$ cat src/rtl/axil_arbiter_rr_rd.sv
// Round-robin arbiter for the AXI-Lite read path.
// Grants one of NUMBER_MASTER masters and holds the grant for one whole read
// transaction: the AR handshake, then the R handshake. The one-hot grant and
// its encoded index are both registered, and they steer the AR/R muxes.
// After each win the search start rotates past the winner. Because of that,
// every master that keeps requesting is served within NUMBER_MASTER tenures.
module axil_arbiter_rr_rd #(
    parameter int NUMBER_MASTER = 2
) (
    input  logic                             aclk,
    input  logic                             aresetn,
    input  logic [NUMBER_MASTER-1:0]         request_rd,
    output logic [NUMBER_MASTER-1:0]         grant_rd,
    output logic [$clog2(NUMBER_MASTER)-1:0] grant_rd_cdr,
    input  logic [NUMBER_MASTER-1:0]         m_axil_arvalid,
    input  logic                             s_axil_arready,
    input  logic                             s_axil_rvalid,
    input  logic [NUMBER_MASTER-1:0]         m_axil_rready
);

    localparam int                IDX_W    = $clog2(NUMBER_MASTER);
    localparam logic [IDX_W-1:0]  LAST_IDX = IDX_W'(NUMBER_MASTER - 1);

    typedef enum logic [1:0] {
        ST_IDLE,   // no tenure; waiting for any request
        ST_ARB,    // request_rd sampled, winner registered on this edge
        ST_ADDR,   // grant held, waiting for the AR handshake of the winner
        ST_DATA    // grant held, waiting for the R handshake of the winner
    } state_t;

    typedef struct packed {
        logic             found;
        logic [IDX_W-1:0] idx;
    } pick_t;

    // Rotating search: start one past the last winner, wrap at the top
    // index, and take the first requester found.
    function automatic pick_t rr_pick(input logic [NUMBER_MASTER-1:0] req,
                                      input logic [IDX_W-1:0]         last);
        pick_t            p;
        logic [IDX_W-1:0] cand;
        p    = '0;
        cand = last;
        for (int i = 0; i < NUMBER_MASTER; i++) begin
            cand = (cand == LAST_IDX) ? '0 : cand + 1'b1;
            if (!p.found && req[cand]) begin
                p.found = 1'b1;
                p.idx   = cand;
            end
        end
        return p;
    endfunction

    state_t                   r_state;
    state_t                   w_state_nxt;
    logic [NUMBER_MASTER-1:0] r_grant;
    logic [NUMBER_MASTER-1:0] w_grant_nxt;
    logic [IDX_W-1:0]         r_grant_cdr;
    logic [IDX_W-1:0]         w_grant_cdr_nxt;
    logic [IDX_W-1:0]         r_last_grant;
    logic [IDX_W-1:0]         w_last_grant_nxt;
    pick_t                    w_pick;
    logic                     w_ar_hs;
    logic                     w_r_hs;

    assign grant_rd     = r_grant;
    assign grant_rd_cdr = r_grant_cdr;

    // Only the granted master's valid/ready qualify a handshake.
    assign w_pick  = rr_pick(request_rd, r_last_grant);
    assign w_ar_hs = m_axil_arvalid[r_grant_cdr] && s_axil_arready;
    assign w_r_hs  = s_axil_rvalid && m_axil_rready[r_grant_cdr];

    // Next-state and next-grant decode for the tenure FSM.
    always_comb begin
        // NOTE: every variable gets a default before the case. If any path
        // left one of them unassigned, synthesis would infer a latch.
        w_state_nxt      = r_state;
        w_grant_nxt      = r_grant;
        w_grant_cdr_nxt  = r_grant_cdr;
        w_last_grant_nxt = r_last_grant;
        unique case (r_state)
            ST_IDLE: begin
                if (|request_rd) begin
                    w_state_nxt = ST_ARB;
                end
            end
            ST_ARB: begin
                if (w_pick.found) begin
                    w_grant_nxt              = '0;
                    w_grant_nxt[w_pick.idx]  = 1'b1;
                    w_grant_cdr_nxt          = w_pick.idx;
                    w_last_grant_nxt         = w_pick.idx;
                    w_state_nxt              = ST_ADDR;
                end else begin
                    // The request was withdrawn. No grant is made and the
                    // pointer keeps its value.
                    w_state_nxt = ST_IDLE;
                end
            end
            ST_ADDR: begin
                if (w_ar_hs) begin
                    w_state_nxt = ST_DATA;
                end
            end
            ST_DATA: begin
                if (w_r_hs) begin
                    w_grant_nxt     = '0;
                    w_grant_cdr_nxt = '0;
                    w_state_nxt     = ST_IDLE;
                end
            end
            default: begin
                w_state_nxt = ST_IDLE;
            end
        endcase
    end

    // State register with synchronous active-low reset.
    always_ff @(posedge aclk) begin
        // NOTE: sequential state uses non-blocking assignments only. All
        // registers then update together from their pre-edge values.
        if (!aresetn) begin
            r_state <= ST_IDLE;
        end else begin
            r_state <= w_state_nxt;
        end
    end

    // Grant, encoded index and round-robin pointer registers. On reset the
    // pointer goes to the top index, so master 0 wins the first search.
    always_ff @(posedge aclk) begin
        if (!aresetn) begin
            r_grant      <= '0;
            r_grant_cdr  <= '0;
            r_last_grant <= LAST_IDX;
        end else begin
            r_grant      <= w_grant_nxt;
            r_grant_cdr  <= w_grant_cdr_nxt;
            r_last_grant <= w_last_grant_nxt;
        end
    end

endmodule

$ cat config.mk
export PLATFORM = sky130hd
export DESIGN_NAME = axil_arbiter_rr_rd
export DESIGN_NICKNAME = d
export VERILOG_FILES = /design/src/rtl/axil_arbiter_rr_rd.sv
export SDC_FILE = /design/constraint.sdc
export NUM_CORES = 1
export LEC_CHECK = 0
export BUFFER_PORTS_ARGS = -buffer_cell sky130_fd_sc_hd__buf_2
export CAP_MARGIN = 20
export CORE_AREA = 2 2 39 41
export DETAILED_ROUTE_END_ITERATION = 6
export DIE_AREA = 0 0 41 43
export GPL_TIMING_DRIVEN = 1
export PLACE_DENSITY_LB_ADDON = 0.08
export SLEW_MARGIN = 15
export SYNTH_ARGS = -nofsm -noshare
export SYNTH_HDL_FRONTEND = slang
export SYNTH_SLANG_ARGS = --single-unit
$ cat constraint.sdc
create_clock -name aclk -period 1.7 [get_ports aclk]
set_input_delay 0.085 -clock aclk [delete_from_list [all_inputs] [get_ports aclk]]
set_output_delay 0.085 -clock aclk [all_outputs]
set_load 0.01 [all_outputs]
* Word-level counts from Yosys, hierarchy flattened
Cells that the tools add are included.
** Word-level totals
- Latch bits :: 0
- Output and inout bits :: 3
- Bits in read-only memories :: 0
- Memory bits (writable) :: 0
- Memories :: 0
- Register bits after elaboration :: 6
** Operators by class
- Shifts and indexed selects :: 0
- Reductions and logical operators :: 11
- Bitwise gates (word level) :: 0
- Div/mod/pow operators :: 0
- $lt $le $gt $ge :: 5
- Multiplexer cells :: 24
- Multipliers :: 0
- Eq/ne operators :: 7
- Add/sub/neg operators :: 2
** Operator list (count)
- $mux 2 :: 7
- $mux 1 :: 13
- $lt 1x2->1 const B :: 4
- $ne 2x2->1 const B :: 4
- $pmux 2 s4 :: 1
- $reduce_and 3->1 :: 2
- $eq 2x2->1 const B :: 2
- $logic_and 1x1->1 :: 4
- $pmux 2 s2 :: 1
- $add 1x1->1 const B :: 2
- $eq 2x1->1 const B :: 1
- $logic_not 2->1 :: 1
- $pmux 1 s2 :: 1
- $reduce_and 2->1 :: 1
- $reduce_bool 2->1 :: 1
- $reduce_or 2->1 :: 1
- $demux 1 s1 :: 1
- $ge 1x1->1 const B :: 1
- $logic_not 1->1 :: 1

* Longest topological paths before layout
Gate-level depths: netlist (run 1).
- Depth after elaboration :: 14
- Mapped depth :: 4
- Mapped depth without buffers :: 3

* Worst setup path before layout (run 1)
OpenSTA, ideal clock, no wires.
- Path type :: reg2reg
- Start point :: reg, netlist name grant_rd[1]
- End point :: reg r_grant[0] (netlist: grant_rd[0])
- Path slack :: 0.576 ns
- Library setup time :: 0.103 ns
- Data arrival time :: 1.021 ns
- Cell stages (with the launch flop) :: 4
- Path through :: dfxtp_1 mux2i_1 nor2_1 a2111oi_2
** RTL lines
- end signal: assignment :: RTL line 138 : r_grant <= w_grant_nxt;
- end: declaration :: RTL line 56 : logic [NUMBER_MASTER-1:0] r_grant;

==> results.txt, run 1 <==
CP Launch Type -> flip-flop
GRT overflow -> 0
Main combinational cell family by area after synthesis -> simple AND/OR/NAND/NOR gates
Final setup violation count -> 0
Tcrit/Tclk final -> 69.7%
Clock Latency Late Sink -> 0.24 ns
Vias in the first global route -> 266
CTS root buffer -> clkbuf_4
RR Startpoint -> grant_rd[1]$_SDFFE_PN0P_
Adder-cell area share of the yosys netlist -> 0%
Via count of the routed design -> 283
Final min period -> 1.18 ns
I/O Buffers -> 12
Pwr dens -> 962 nW/um2
Yosys cell types -> 22
RePlAce Congestion -> 0.762
Lkg Pwr -> 0.000160 uW
Switching share of power -> 28.2%
CTS tree -> yes
Pint -> 260 uW
WP data arrival -> 1.33 ns
Post-Route WL -> 705 um
Max Buffers Root-to-Sink -> 2
Simple-Gate Fraction of Synth Area -> 29.0%
# rows -> 14
Initial Util -> 20.9%
Reg2Reg Depth -> 3
Setup ws final -> 0.515 ns
Placement Setup Slack -> 0.513 ns
Clock share of power -> 38.2%
Total CTS buffers -> 3
Critical Path Fanout Max -> 5
DRC violations left -> 0
P_sw -> 102 uW
WHS Endpoint -> r_last_grant$_SDFFE_PN1P_
Synthesized flop and latch total -> 5
Worst-Margin Slew -> 0.305 ns
# hold bufs at CTS -> 0
Top-Level Pins -> 13
Initial drt markers -> 5
Sequential fraction of the synthesis area -> 34.6%
Critical path class -> reg2reg
Vias per cell -> 4.56
Die Width -> 41 um
Post_cts resized -> 0
XOR/XNOR Fraction of Synth Area -> 0%
Share of cells above drive strength 1 -> 41.3%
H-tree Lvls -> 1
Final Skew -> 0.00118 ns
Number of diodes -> 0
Nature of the critical path endpoint -> flip-flop
Hold Startpoint -> aresetn
Final ANT Viol Nets -> 0
Max Slew Vio Count -> 0
Core area -> 1380 um2
Reg clk slew, reported paths -> 0.04 ns
Final nets -> 57
Post-CTS Setup Inserts -> 0
Compound-Gate Fraction of Synth Area -> 19.9%
Setup total negative slack -> 0 ns
Mapped cell area -> 289 um2
Final core occ -> 27.2%
Reg power frac -> 42.1%
Initial antenna violation count -> 0
Total GRT Usage -> 9.92%
Hold path cells -> 2
Area of the die -> 1760 um2
VDD IR max -> 0.361 mV
Syn. warnings -> 0
Pin count of the biggest net entering global routing -> 10
Worst R2R End -> grant_rd[0]$_SDFFE_PN0P_
Max-slew headroom -> 79.6%
Fillers -> 154
Mux contribution to synthesized area -> 7.36%
Most common cell after layout, fill and taps aside -> buf_2
Commonest cells after routing, fill and taps aside -> buf_2, dfxtp_1, nand2_1
Initial DRT Pass Iterations -> 4
Status -> complete, no violations
Clock Sinks -> 5
Routed len/inst -> 11.4 um
Die Ht -> 43 um
Worst hold margin -> 0.0690 ns
Comb pwr share -> 19.7%
Hold crit path type -> in2reg
Required time worst endpoint -> 1.84 ns
Final hold violation count -> 0
FMAX -> 844 MHz
Gate Count Post-Synth -> 32
RSZ-0062 raised after global routing -> no
First-pass GRT wire length -> 1120 um
R2R Setup Slk -> 0.52 ns
Synthesis-to-finish area growth -> 30.3%
Avg Inst Size Synth -> 9.03 um2
Half-perimeter wire length after placement -> 550 um
Post-synth net total -> 42
Maxcap violations -> 0
-- logic make-up (layout without fill, tap and decap cells) --
group                  after synthesis  after routing
buffers and inverters                4             18
AND/OR/NAND/NOR                     15             15
AO/OA/AOI/OAI                        6              6
flip-flops                           5              5
multiplexers                         2              2
-- power groups by stage --
stage	Sequential (uW)	Clock, uW	Combinational (uW)
floorplan	146	0	59.9
finish	152	138	71.4
CTS	152	145	72.1
global route	156	154	79.6
global placement	153	0	71.6
detailed placement	154	0	71.8
-- area by class of cell --
cell class / count / area [um2] / area share [%]
inverters: 2 / 7.51 / 1.99
repair buffers: 12 / 60.1 / 15.9
multi-input cells: 23 / 163 / 43.2
flip-flops and latches: 5 / 100 / 26.6
well taps: 16 / 20.0 / 5.32
clock buffers: 4 / 26.3 / 6.98
-- worst max-delay path, stage by stage, from the launching register on --
cell       delay [ns]
dfxtp_1          0.40
mux2i_1          0.24
nor2_1           0.11
a2111oi_2        0.34
-- worst max path at each step --
stage	start	endpoint	slack, ns	cells after the start
final	grant_rd[1]$_SDFFE_PN0P_	grant_rd[0]$_SDFFE_PN0P_	0.52	3
after detailed placement	grant_rd[1]$_SDFFE_PN0P_	grant_rd[0]$_SDFFE_PN0P_	0.51	3
after global placement	flip-flop	grant_rd[0]$_SDFFE_PN0P_	0.55	3
after floorplan	grant_rd[1]$_SDFFE_PN0P_	grant_rd[0]$_SDFFE_PN0P_	0.58	3
after global routing	grant_rd[1]$_SDFFE_PN0P_	grant_rd[0]$_SDFFE_PN0P_	0.40	3
after CTS	grant_rd[1]$_SDFFE_PN0P_	grant_rd[0]$_SDFFE_PN0P_	0.50	3
-- synth_stat cells (all sizes together) --
cell,instances,area (um2)
dfxtp,5,100
nand2,4,15.0
nor2,3,11.3
buf,2,18.8
inv,2,7.51
a2111oi,1,15.0
a311oi,1,15.0
a31oi,1,6.26
and3,1,6.26
and4,1,8.76
mux2,1,11.3
mux2i,1,10.0
nand2b,1,6.26
nand3,1,5.00
nand3b,1,7.51
nand4,1,6.26
nor2b,1,6.26
o21a,1,7.51
o21ai,1,5.00
o32ai,1,8.76
or3,1,11.3
-- routing by layer --
| metal | vias to the layer above | track usage [%] | wire (um) |
|---|---|---|---|
| met2 | 14 | 12.8 | 305 |
| met5 | - | 0 | 0 |
| met4 | 0 | 6.00 | 0 |
| met3 | 0 | 4.71 | 69 |
| met1 | 124 | 12.8 | 330 |
| li1 | 145 | - | - |
-- through the flow --
step	instances	power, uW	cell area (um2)
floorplan	32	206	289
global placement	58	225	350
detailed placement	58	226	350
CTS	62	369	377
global route	62	390	377
finish	62	362	377
Note: power is estimated with default switching activity, not from simulation.
==> run 2, diff against run 1 <==
--- a/config.mk
+++ b/config.mk
@@ -5,6 +5,7 @@
 export SDC_FILE = /design/constraint.sdc
 export NUM_CORES = 1
 export LEC_CHECK = 0
+export ABC_AREA = 1
 export BUFFER_PORTS_ARGS = -buffer_cell sky130_fd_sc_hd__buf_2
 export CAP_MARGIN = 20
 export CORE_AREA = 2 2 39 41
==> constraint.sdc (replaced) <==
create_clock -name aclk -period 1.05 [get_ports aclk]
set_input_delay 0.0525 -clock aclk [delete_from_list [all_inputs] [get_ports aclk]]
set_output_delay 0.0525 -clock aclk [all_outputs]
set_load 0.01 [all_outputs]
==> run 2 against run 1 <==
- hold slack worse by 0.025 ns
- sequential share of layout area shrank 1.7 points
- synthesized area up 2.6%
- register-to-register slack worse by 0.43 ns
- synthesized cell count up 31%
- non-clock buffer count is 1 higher
- sequential power up 47%
- power grew 58%
- maximum frequency rose by 23%
- core utilization increased by 2.3 points
- first-iteration DRC count up 80%
- die area unchanged
- largest cell class unchanged
==> results.txt, run 2 <==
Status -> complete, no violations
Yosys cell types -> 17 (-23%)
Placement Cell Area -> 377 um2 (+7.5%)
Post-CTS Setup Inserts -> 0 (unchanged)
Synthesized flop and latch total -> 5 (unchanged)
CP max stage delay -> 0.36 ns (-0.04 ns)
Initial Util -> 21.4% (+0.54 points)
Setup total negative slack -> 0 ns (unchanged)
First-pass GRT wire length -> 1100 um (-1.8%)
Top cell type's share of synthesized area -> 33.8% (-0.88 points)
Mapped cell area -> 297 um2 (+2.6%)
Hold crit path type -> in2reg
CP Launch Type -> flip-flop
Pin count of the biggest net entering global routing -> 7 (-3)
Avg Inst Size Synth -> 7.06 um2 (-22%)
Worst path slowest cell -> dfxtp_1
Fillers -> 163 (+5.8%)
Worst-Margin Slew -> 0.162 ns (-0.143 ns)
Crit-path leading delay family -> flip-flops
Initial DRT Pass Iterations -> 4 (unchanged)
Top-Level Pins -> 13 (unchanged)
Total GRT Usage -> 9.53% (-0.39 points)
Area of the die -> 1760 um2 (unchanged)
Critical Path Fanout Max -> 4 (-1)
Tot Pwr -> 572 uW (+58%)
Top cells by area, synth -> dfxtp_1, nand2_1, nand3_2
Post-synth EDFFs -> 0 (unchanged)
Number of diodes -> 0 (unchanged)
Gate Count Post-Synth -> 42 (+31%)
Synthesis-to-finish area growth -> 37.6%
Share of cells above drive strength 1 -> 43.1% (+1.8 points)
Initial drt markers -> 9 (+4)
Lkg Pwr -> 0.000220 uW (+37%)
Reg clk slew, reported paths -> 0.05 ns (about the same)
Routed len/inst -> 8.81 um (-23%)
GRT overflow -> 0 (unchanged)
Core area -> 1380 um2 (unchanged)
DRC violations left -> 0 (unchanged)
I/O Buffers -> 12 (unchanged)
Post-Route WL -> 652 um (-7.5%)
Final Skew -> 0.00429 ns (+0.00311 ns)
Pwr dens -> 1400 nW/um2 (+46%)
Final setup violation count -> 0 (unchanged)
Max-slew headroom -> 89.1% (+9.4 points)
Finished Layout Cells -> 74 (+19%)
Post-synth net total -> 52 (+24%)
Area leader, netlist -> dfxtp_1
Final min period -> 0.960 ns (-0.225 ns)
Die Ht -> 43 um (unchanged)
Max Buffers Root-to-Sink -> 2 (unchanged)
Via count of the routed design -> 295 (+4.2%)
Final ANT Viol Nets -> 0 (unchanged)
Maxcap violations -> 0 (unchanged)
CTS tree -> yes
Clock Latency Late Sink -> 0.24 ns (about the same)
Critical path class -> reg2reg
Nature of the critical path endpoint -> flip-flop
Most used standard cell by instance count after synthesis -> nand2_1
VDD IR max -> 0.644 mV (+79%)
Primary FF master, synth -> dfxtp_1
Tcrit/Tclk final -> 91.4% (+22 points)
RSZ-0062 raised after global routing -> no
Post-synth top cells -> nand2_1, dfxtp_1, inv_1, nor2_1, a21oi_1
Post-synth ARST share -> 0% (unchanged)
Final instance area -> 408 um2 (+8.3%)
Sequential fraction of the synthesis area -> 33.8% (-0.88 points)
Final core occ -> 29.5% (+2.3 points)
RePlAce Congestion -> 0.698 (-8.4%)
Die Width -> 41 um (unchanged)
Vias per cell -> 3.99 (-13%)
Final hold violation count -> 0 (unchanged)
Initial antenna violation count -> 0 (unchanged)
WP data arrival -> 1.10 ns (-0.23 ns)
Commonest cells after routing, fill and taps aside -> buf_2, nand2_1, inv_1
Clock Sinks -> 5 (unchanged)
Buf/Inv on CP -> 1 (+1)
Final nets -> 69 (+21%)
Most common cell after layout, fill and taps aside -> buf_2
Total CTS buffers -> 3 (unchanged)
Half-perimeter wire length after placement -> 541 um (-1.7%)
H-tree Lvls -> 1 (unchanged)
Vias in the first global route -> 295 (+11%)
Required time worst endpoint -> 1.19 ns (-0.65 ns)
Syn. warnings -> 0 (unchanged)
# rows -> 14 (unchanged)
FMAX -> 1040 MHz (+23%)
CTS root buffer -> clkbuf_4
Max Slew Vio Count -> 0 (unchanged)
CP cell instances -> nand2_1 > inv_1 > nand3_2 > a21boi_2 > nor2_1
DP Cell Count -> 70 (+21%)
# hold bufs at CTS -> 0 (unchanged)
-- run 2: logic make-up (layout without fill, tap and decap cells) --
family          Yosys count  count (layout)  synth area share, %
flops                     5               5                 33.8
compound gates            7               7                 14.3
simple gates             23              23                 41.8
buf+inv                   7              23                 10.1
-- run 2: stage by stage --
stage | hold WS, ns | setup WS, ns
after floorplan | 0.139 | 0.0949
after global placement | 0.297 | 0.0437
after detailed placement | 0.295 | 0.0432
after CTS | 0.0353 | 0.0338
after global routing | 0.0631 | 0.00120
final | 0.0435 | 0.0899
-- run 2: per-layer routing --
layer	wire, um	global-route usage, %
met5	0	0
met4	0	8.00
met2	252	11.3
met1	336	13.1
met3	62	3.14
-- run 2: worst register-to-register path: stages, from the launching register on --
cell	delay, ns
dfxtp_1	0.36
nand2_1	0.09
inv_1	0.07
nand3_2	0.13
a21boi_2	0.15
nor2_1	0.05
-- run 2: power by group --
| group | leakage [uW] | total (uW) | switching (uW) | internal, uW |
|---|---|---|---|---|
| sequential | 0.0000417 | 223 | 12.9 | 210 |
| clock | 0.0000150 | 223 | 79.3 | 144 |
| combinational | 0.000163 | 126 | 68.7 | 57.5 |
| total | 0.000220 | 572 | 161 | 411 |
-- run 2: what timing repair did --
| action | CTS | global route |
|---|---|---|
| gates resized for setup | 0 | 2 |
| endpoints found under the hold margin | 0 | 0 |
| setup endpoints to repair | 0 | 1 |
-- run 2: final timing paths --
kind	depth (start not counted)	endpoint	slack, ns	start
max	5	grant_rd[0]$_SDFFE_PN0P_	0.09	r_state[0]$_SDFFE_PN0P_
min reg2reg	2	r_last_grant$_SDFFE_PN1P_	0.48	r_last_grant$_SDFFE_PN1P_
max reg2reg	5	grant_rd[0]$_SDFFE_PN0P_	0.09	r_state[0]$_SDFFE_PN0P_
min	2	r_last_grant$_SDFFE_PN1P_	0.04	aresetn
-- run 2: final cells by class --
type                       instances  area (um2)  share of cell area [%]
inverter                           6        22.5                    5.52
sequential                         5         101                    24.8
multi-input combinational         30         170                    41.7
tap                               16        20.0                    4.91
timing repair buffer              13        67.6                    16.6
clock buffer                       4        26.3                    6.44
